[src/rtl/mult_shift_add_if.sv]
// Operand/result bundle between the multiplier peripheral registers and the
// shift-and-add core. The peripheral side drives the operands and the start level.
interface mult_shift_add_if #(
  parameter int WIDTH = 16
);
  logic                 init;
  logic [WIDTH-1:0]     op_A;
  logic [WIDTH-1:0]     op_B;
  logic [2*WIDTH-1:0]   result;
  logic                 done;
  logic                 busy;

  modport master (
    output init, op_A, op_B,
    input  result, done, busy
  );

  modport slave (
    input  init, op_A, op_B,
    output result, done, busy
  );
endinterface

[src/rtl/mult_shift_add.sv]
// Sequential shift-and-add unsigned multiplier. One partial product is added per
// set multiplier bit; iteration stops as soon as the remaining multiplier bits
// are all zero, so latency depends on the highest set bit of op_B.
//
//   state | meaning
//   ------+--------------------------------------------------------------
//   IDLE  | waiting for a rising edge on init; result/done hold
//   LOAD  | capture operands, clear accumulator, drop done
//   CHECK | finish if no multiplier bits remain, else add or skip
//   ADD   | accumulate current shifted multiplicand
//   SHIFT | advance multiplicand left and multiplier right
//   DONE  | publish product, set sticky done
module mult_shift_add #(
  parameter int WIDTH = 16
) (
  input  logic           clk,
  input  logic           reset,
  mult_shift_add_if.slave bus
);

  typedef enum logic [2:0] {
    S_IDLE  = 3'd0,
    S_LOAD  = 3'd1,
    S_CHECK = 3'd2,
    S_ADD   = 3'd3,
    S_SHIFT = 3'd4,
    S_DONE  = 3'd5
  } state_t;

  state_t               state;
  state_t               state_nxt;
  logic                 init_q;
  logic                 start;
  logic [2*WIDTH-1:0]   acc;
  logic [2*WIDTH-1:0]   a_sh;
  logic [WIDTH-1:0]     b_sh;
  logic [2*WIDTH-1:0]   result_r;
  logic                 done_r;

  // An init edge seen while busy is absorbed by init_q and lost, by design.
  assign start = bus.init & ~init_q;

  // Start-level history for rising-edge detection.
  always_ff @(posedge clk or negedge reset) begin
    if (!reset) begin
      init_q <= 1'b0;
    end else begin
      init_q <= bus.init;
    end
  end

  // State register.
  always_ff @(posedge clk or negedge reset) begin
    if (!reset) begin
      state <= S_IDLE;
    end else begin
      state <= state_nxt;
    end
  end

  // Next-state decode.
  always_comb begin
    state_nxt = state;
    case (state)
      S_IDLE:  if (start) state_nxt = S_LOAD;
      S_LOAD:  state_nxt = S_CHECK;
      S_CHECK: begin
        if (b_sh == '0) begin
          state_nxt = S_DONE;
        end else if (b_sh[0]) begin
          state_nxt = S_ADD;
        end else begin
          state_nxt = S_SHIFT;
        end
      end
      S_ADD:   state_nxt = S_SHIFT;
      S_SHIFT: state_nxt = S_CHECK;
      S_DONE:  state_nxt = S_IDLE;
      default: state_nxt = S_IDLE;
    endcase
  end

  // Datapath: operand capture, accumulate, shift, and publish.
  always_ff @(posedge clk or negedge reset) begin
    if (!reset) begin
      acc      <= '0;
      a_sh     <= '0;
      b_sh     <= '0;
      result_r <= '0;
      done_r   <= 1'b0;
    end else begin
      case (state)
        S_LOAD: begin
          acc    <= '0;
          a_sh   <= {{WIDTH{1'b0}}, bus.op_A};
          b_sh   <= bus.op_B;
          done_r <= 1'b0;
        end
        S_ADD: begin
          // 2*WIDTH bits hold any WIDTH x WIDTH product, so no carry-out.
          acc <= acc + a_sh;
        end
        S_SHIFT: begin
          a_sh <= a_sh << 1;
          b_sh <= b_sh >> 1;
        end
        S_DONE: begin
          result_r <= acc;
          done_r   <= 1'b1;
        end
        default: begin
        end
      endcase
    end
  end

  assign bus.result = result_r;
  assign bus.done   = done_r;
  assign bus.busy   = (state != S_IDLE);

endmodule

[src/flat_wrapper.sv]
// flat-port wrapper written by rule: the top's interface ports become plain ports
module mult_shift_add_flat 
#(
  parameter int WIDTH = 16
)
  (clk, reset, bus_init, bus_op_A, bus_op_B, bus_result, bus_done, bus_busy);
  mult_shift_add_if #(.WIDTH(WIDTH)) bus_i ();
  input  logic clk;
  input  logic reset;
  input wire logic [$bits(bus_i.init)-1:0] bus_init;
  input wire logic [$bits(bus_i.op_A)-1:0] bus_op_A;
  input wire logic [$bits(bus_i.op_B)-1:0] bus_op_B;
  output wire logic [$bits(bus_i.result)-1:0] bus_result;
  output wire logic [$bits(bus_i.done)-1:0] bus_done;
  output wire logic [$bits(bus_i.busy)-1:0] bus_busy;
  assign bus_i.init = bus_init;
  assign bus_i.op_A = bus_op_A;
  assign bus_i.op_B = bus_op_B;
  assign bus_result = bus_i.result;
  assign bus_done = bus_i.done;
  assign bus_busy = bus_i.busy;
  mult_shift_add #(.WIDTH(WIDTH)) u_core (.clk(clk), .reset(reset), .bus(bus_i));
endmodule
[config.mk]
export PLATFORM = sky130hd
export DESIGN_NAME = mult_shift_add_flat
export DESIGN_NICKNAME = d
export VERILOG_FILES = /design/src/rtl/mult_shift_add_if.sv /design/src/rtl/mult_shift_add.sv /design/src/flat_wrapper.sv
export SDC_FILE = /design/constraint.sdc
export NUM_CORES = 1
export LEC_CHECK = 0
export CAP_MARGIN = 20
export CORE_MARGIN = 5
export CORE_UTILIZATION = 57
export CTS_CLUSTER_DIAMETER = 50
export DETAILED_ROUTE_END_ITERATION = 7
export GPL_TIMING_DRIVEN = 0
export PLACE_DENSITY = 0.81
export SETUP_SLACK_MARGIN = 0.15
export SLEW_MARGIN = 20
export SYNTH_ARGS = -nofsm -noshare
export SYNTH_HDL_FRONTEND = slang
export SYNTH_SLANG_ARGS = --single-unit
[constraint.sdc]
create_clock -name clk -period 3.7 [get_ports clk]
set_input_delay 0.74 -clock clk [delete_from_list [all_inputs] [get_ports clk]]
set_output_delay 0.74 -clock clk [all_outputs]
set_load 0.01 [all_outputs]
# Word-level counts from Yosys, hierarchy flattened

Cells that the tools add are included.
W data, S select, Z words.

Bits of input ports: 35
Memory bits (writable): 0
Bits in latches: 0
Word-level logic and storage cells: 31
Register bits after elaboration: 117
Memory bits (read-only): 0
Memories: 0

Bitwise gates (word level): 2
Div/mod/pow operators: 0
Multiply operators: 0
Reductions and logical operators: 7
Mux-type cells: 8
Shift operators: 0
Order comparisons: 0
Add/subtract/negate cells: 1
Equal/unequal tests: 6

Operators by type and width:

| cell                 | number |
|---|---|
| $pmux W32 S2         | 2 |
| $add A32 B32 Y32     | 1 |
| $pmux W16 S2         | 1 |
| $logic_not A16 Y1    | 1 |
| $pmux W3 S4          | 1 |
| $mux W3              | 3 |
| $eq A3 B2 Y1 const B | 2 |
| $eq A3 B3 Y1 const B | 2 |
| $reduce_bool A2 Y1   | 3 |
| $eq A3 B1 Y1 const B | 1 |
| $logic_not A3 Y1     | 1 |
| $reduce_bool A3 Y1   | 1 |
| $ne A2 B1 Y1 const B | 1 |
| $pmux W1 S2          | 1 |
| $reduce_or A2 Y1     | 1 |
| $and A1 B1 Y1        | 1 |
| $not A1 Y1           | 1 |

# Depth between registers and ports, before layout

Depth after elaboration: 4
Gate-level depth with buffers: 11

# Least setup slack after synthesis

No wires, ideal clock.

Path type: flip-flop to flip-flop
Start: register u_core.a_sh[0]
End: register u_core.acc[26]
Arrival: 2.644 ns
Data required time: 3.631 ns
Stages on the path, launching flop included: 12
Slack: 0.988 ns
Buffers on the path: 0
Path through: dfrtp_1 -> ha_1 -> inv_1 -> fa_1 -> nor2b_1 -> o31ai_2 -> a21bo_2 -> a2111oi_4 -> o31ai_2 -> and2_4 -> or4_1 -> nand3_1

Word-level cells in the longest chain between the ends: 2

RTL lines:

| item                   | line                  | RTL |
|---|---|---|
| start, declared        | mult_shift_add.sv:35  | `logic [2*WIDTH-1:0] a_sh;` |
| start signal, assigned | mult_shift_add.sv:95  | `a_sh <= {{WIDTH{1'b0}}, bus.op_A};` |
| start signal, assigned | mult_shift_add.sv:104 | `a_sh <= a_sh << 1;` |
| $add A32 B32 Y32       | mult_shift_add.sv:101 | `acc <= acc + a_sh;` |
| $pmux W32 S2           | mult_shift_add.sv:92  | `case (state)` |
| end signal, assigned   | mult_shift_add.sv:101 |  |
| end, declared          | mult_shift_add.sv:34  | `logic [2*WIDTH-1:0] acc;` |

No other way between the ends.
A chain may end at the register's enable or synchronous reset.

# Worst setup path after layout

Start: register u_core.a_sh[1]
End: register u_core.acc[23]

Same word-level chain as after synthesis.

==> impl_metrics.json <==
{
  "clk_latency_ns": 0.53,
  "port_buffers": 68,
  "path_buf_inv": 0,
  "drt_iter0_markers": 386,
  "routedWlPerCell_um": 17.8,
  "antenna_left": 0,
  "crit_path_top_delay_cell": "o41ai_1",
  "crit_fanout": 4,
  "drt-pass1-iter-count": 5,
  "route.detailed.drc": 0,
  "syn_inst": 638,
  "yosysTopAreaCell": "dfrtp_1",
  "path_class": "flip-flop to flip-flop",
  "ys_ff_latch": 117,
  "yosysWarnings": 0,
  "io_pins": 69,
  "maxSlewViolCount": 0,
  "fin_crit_ns": 3.30,
  "place_area_sq_mm": 0.00709,
  "grt_pass1_wl_mm": 26.2,
  "hpwl_mm": 11.1,
  "period_share_pct": 89.2,
  "setup_viol": 0,
  "cts_root_buf": "clkbuf_8",
  "maxSlewHeadroom_pct": 32.6,
  "ir_drop_mv": 0.511,
  "cts.sinks": 117,
  "muxShareOfSynthArea_pct": 5.79,
  "synthArstFlopShare_pct": 100,
  "synth_edf_count": 0,
  "postCtsHoldBufs": 0,
  "viasPerCell": 6.14,
  "fin_skew_ns": 0.0109,
  "yosys.area_share.simple_pct": 14.9,
  "routabilityCongestion": 0.975,
  "post_cts_resized": 0,
  "synth_area_leaders": "dfrtp_1 (47%), ha_1 (6.3%), mux2_2 (5.6%), nand2_1 (5.4%), nor2_1 (3.6%)",
  "area_growth_pct": 23.0,
  "synth_compound_area_share_pct": 19.7,
  "max_stage_delay_ns": 0.63,
  "tns_ns": 0,
  "rsz0062_at_grt": "false",
  "drv_cap": 0,
  "mappedNetlistArea_sq_mm": 0.00620,
  "syn_avg_cell_area_sq_um": 9.72,
  "grtUsageTotal_pct": 25.6,
  "leakage_nw": 3.53,
  "synth_top_family_by_area": "compound AO/OA/AOI/OAI gates",
  "ys_top_cells_by_count": "dfrtp_1 (117), nand2_1 (89), nor2_1 (60)",
  "synth.distinct_cells": 57,
  "synth_top_area_share_pct": 47.2,
  "yosysSeqAreaShare_pct": 47.2,
  "finalPower_mw": 5.79,
  "num_rows": 38,
  "hold_path.class": "input pin to asynchronous set/reset pin",
  "numCtsBuffers": 17,
  "final_area_sq_mm": 0.00763,
  "grt_max_degree": 71,
  "syn_nets": 705,
  "p_per_area_mw_per_mm2": 759,
  "vias": 5389,
  "cts_tree": "yes",
  "synth-main-ff-cell": "dfrtp_1",
  "required_ns": 4.10,
  "coreArea_sq_mm": 0.0107,
  "fmax_mhz": 303,
  "synth_xor_xnor_area_share_pct": 2.97,
  "cp_data_arrival_time_ns": 3.70,
  "die_y_um": 114,
  "antenna_cells": 0,
  "worstSetupEndpointType": "flip-flop",
  "routed_wirelength_mm": 15.6,
  "synth_most_common_cell": "dfrtp_1",
  "drive_gt1_share_pct": 9.23,
  "clkTransAtPathRegs_ns": 0.05,
  "synthAdderAreaFrac_pct": 6.58,
  "start_util_pct": 57.7,
  "overflow": 0,
  "cts_buffer_depth": 2,
  "postCtsSetupBuffers": 0,
  "worstMarginPinSlew_ns": 1.01,
  "grt_pass1_vias": 5333,
  "cpLargestDelayFamily": "compound AO/OA/AOI/OAI gates",
  "antenna_found_initial": 0,
  "hold_ws_ns": 0.136,
  "dieArea_sq_mm": 0.0131,
  "reg2reg_depth": 9,
  "ctsHtreeMaxLevel": 4,
  "status": "completed",
  "cp.depth": 9,
  "final_nets": 793,
  "post-route-util_pct": 71.0,
  "hold_viol": 0,
  "start_kind": "flip-flop",
  "die_w_um": 114,
  "crit_chain": "ha_1, a21o_1, nand4_1, a21oi_1, nor4_1, o41ai_1, a41oi_1, and4_1, or3_1"
}
-- cell usage in the layout (no fill, tap or decap), types with 16 or more instances in the layout --
cell type / count
nor2_1: 60
o21ai_1: 20
a22o_1: 20
o22ai_1: 19
o21ai_0: 17
clkbuf_1: 37
clkdlybuf4s50_1: 67
ha_1: 31
mux2_2: 31
nand2_1: 89
a21oi_1: 40
clkbuf_16: 16
dfrtp_1: 117
-- report_power, final --
group          internal (mW)  leakage, nW  switching (mW)
clock                  0.968        0.271           0.550
combinational          0.941         1.73            1.39
sequential              1.64         1.53           0.295
total                   3.55         3.53            2.24
-- routing by layer --
| metal | wire [um] | vias up | share of wire (%) | GRT usage (%) |
|---|---|---|---|---|
| met5 | 0 | - | 0 | 0 |
| met4 | 448 | 0 | 2.9 | 9.90 |
| met3 | 1040 | 51 | 6.6 | 5.81 |
| met2 | 7760 | 242 | 50 | 42.5 |
| met1 | 6400 | 2605 | 41 | 32.5 |
| li1 | - | 2491 | - | - |
-- cell families (layout without fill, tap and decap cells) --
logic type / Yosys count / count (layout)
muxes: 32 / 32
DFF: 117 / 117
xor gates and xnor gates: 21 / 21
AOI/OAI and AO/OA: 181 / 181
and+or+nand+nor: 209 / 209
buffers and inverters: 46 / 145
adders and majority gates: 32 / 32
-- state kept, by name (all words and copies together) (netlist names) --
signal,cells
u_core.state,3
u_core.bus.done,1
u_core.acc,32
u_core.init_q,1
u_core.a_sh,32
u_core.bus.result,32
u_core.b_sh,16
-- stage by stage --
step                worst slack [ns]  instances
floorplan                      0.988        638
global placement               -2.45        846
detailed placement             0.655        847
CTS                            0.512        877
global route                   0.368        877
finish                         0.398        877
-- path summary, 6_finish.rpt --
kind                                       from                    to  slack (ns)
max                              u_core.a_sh[1]        u_core.acc[23]        0.40
min                                       reset       u_core.a_sh[25]        0.14
max reg2reg                      u_core.a_sh[1]        u_core.acc[23]        0.40
min reg2reg                u_core.bus.result[1]  u_core.bus.result[1]        0.50
max in group asynchronous                 reset        u_core.b_sh[6]        2.90
min in group clk           u_core.bus.result[1]  u_core.bus.result[1]        0.50
-- final cells by class --
type / count / area [sq um]
Fill cell: 834 / 3120
Timing Repair Buffer: 69 / 709
Tap cell: 140 / 175
Buffer: 35 / 133
Multi-Input combinational cell: 475 / 3100
Clock inverter: 4 / 45.0
Inverter: 11 / 41.3
Clock buffer: 26 / 498
Sequential cell: 117 / 2930
-- worst reg2reg max path: stages, from the launching register on --
cell and delay, ns:
dfrtp_1 0.42, ha_1 0.30, a21o_1 0.15, nand4_1 0.18, a21oi_1 0.36, nor4_1 0.14
o41ai_1 0.63, a41oi_1 0.33, and4_1 0.29, or3_1 0.36
Power figures use the tool's default switching activity.
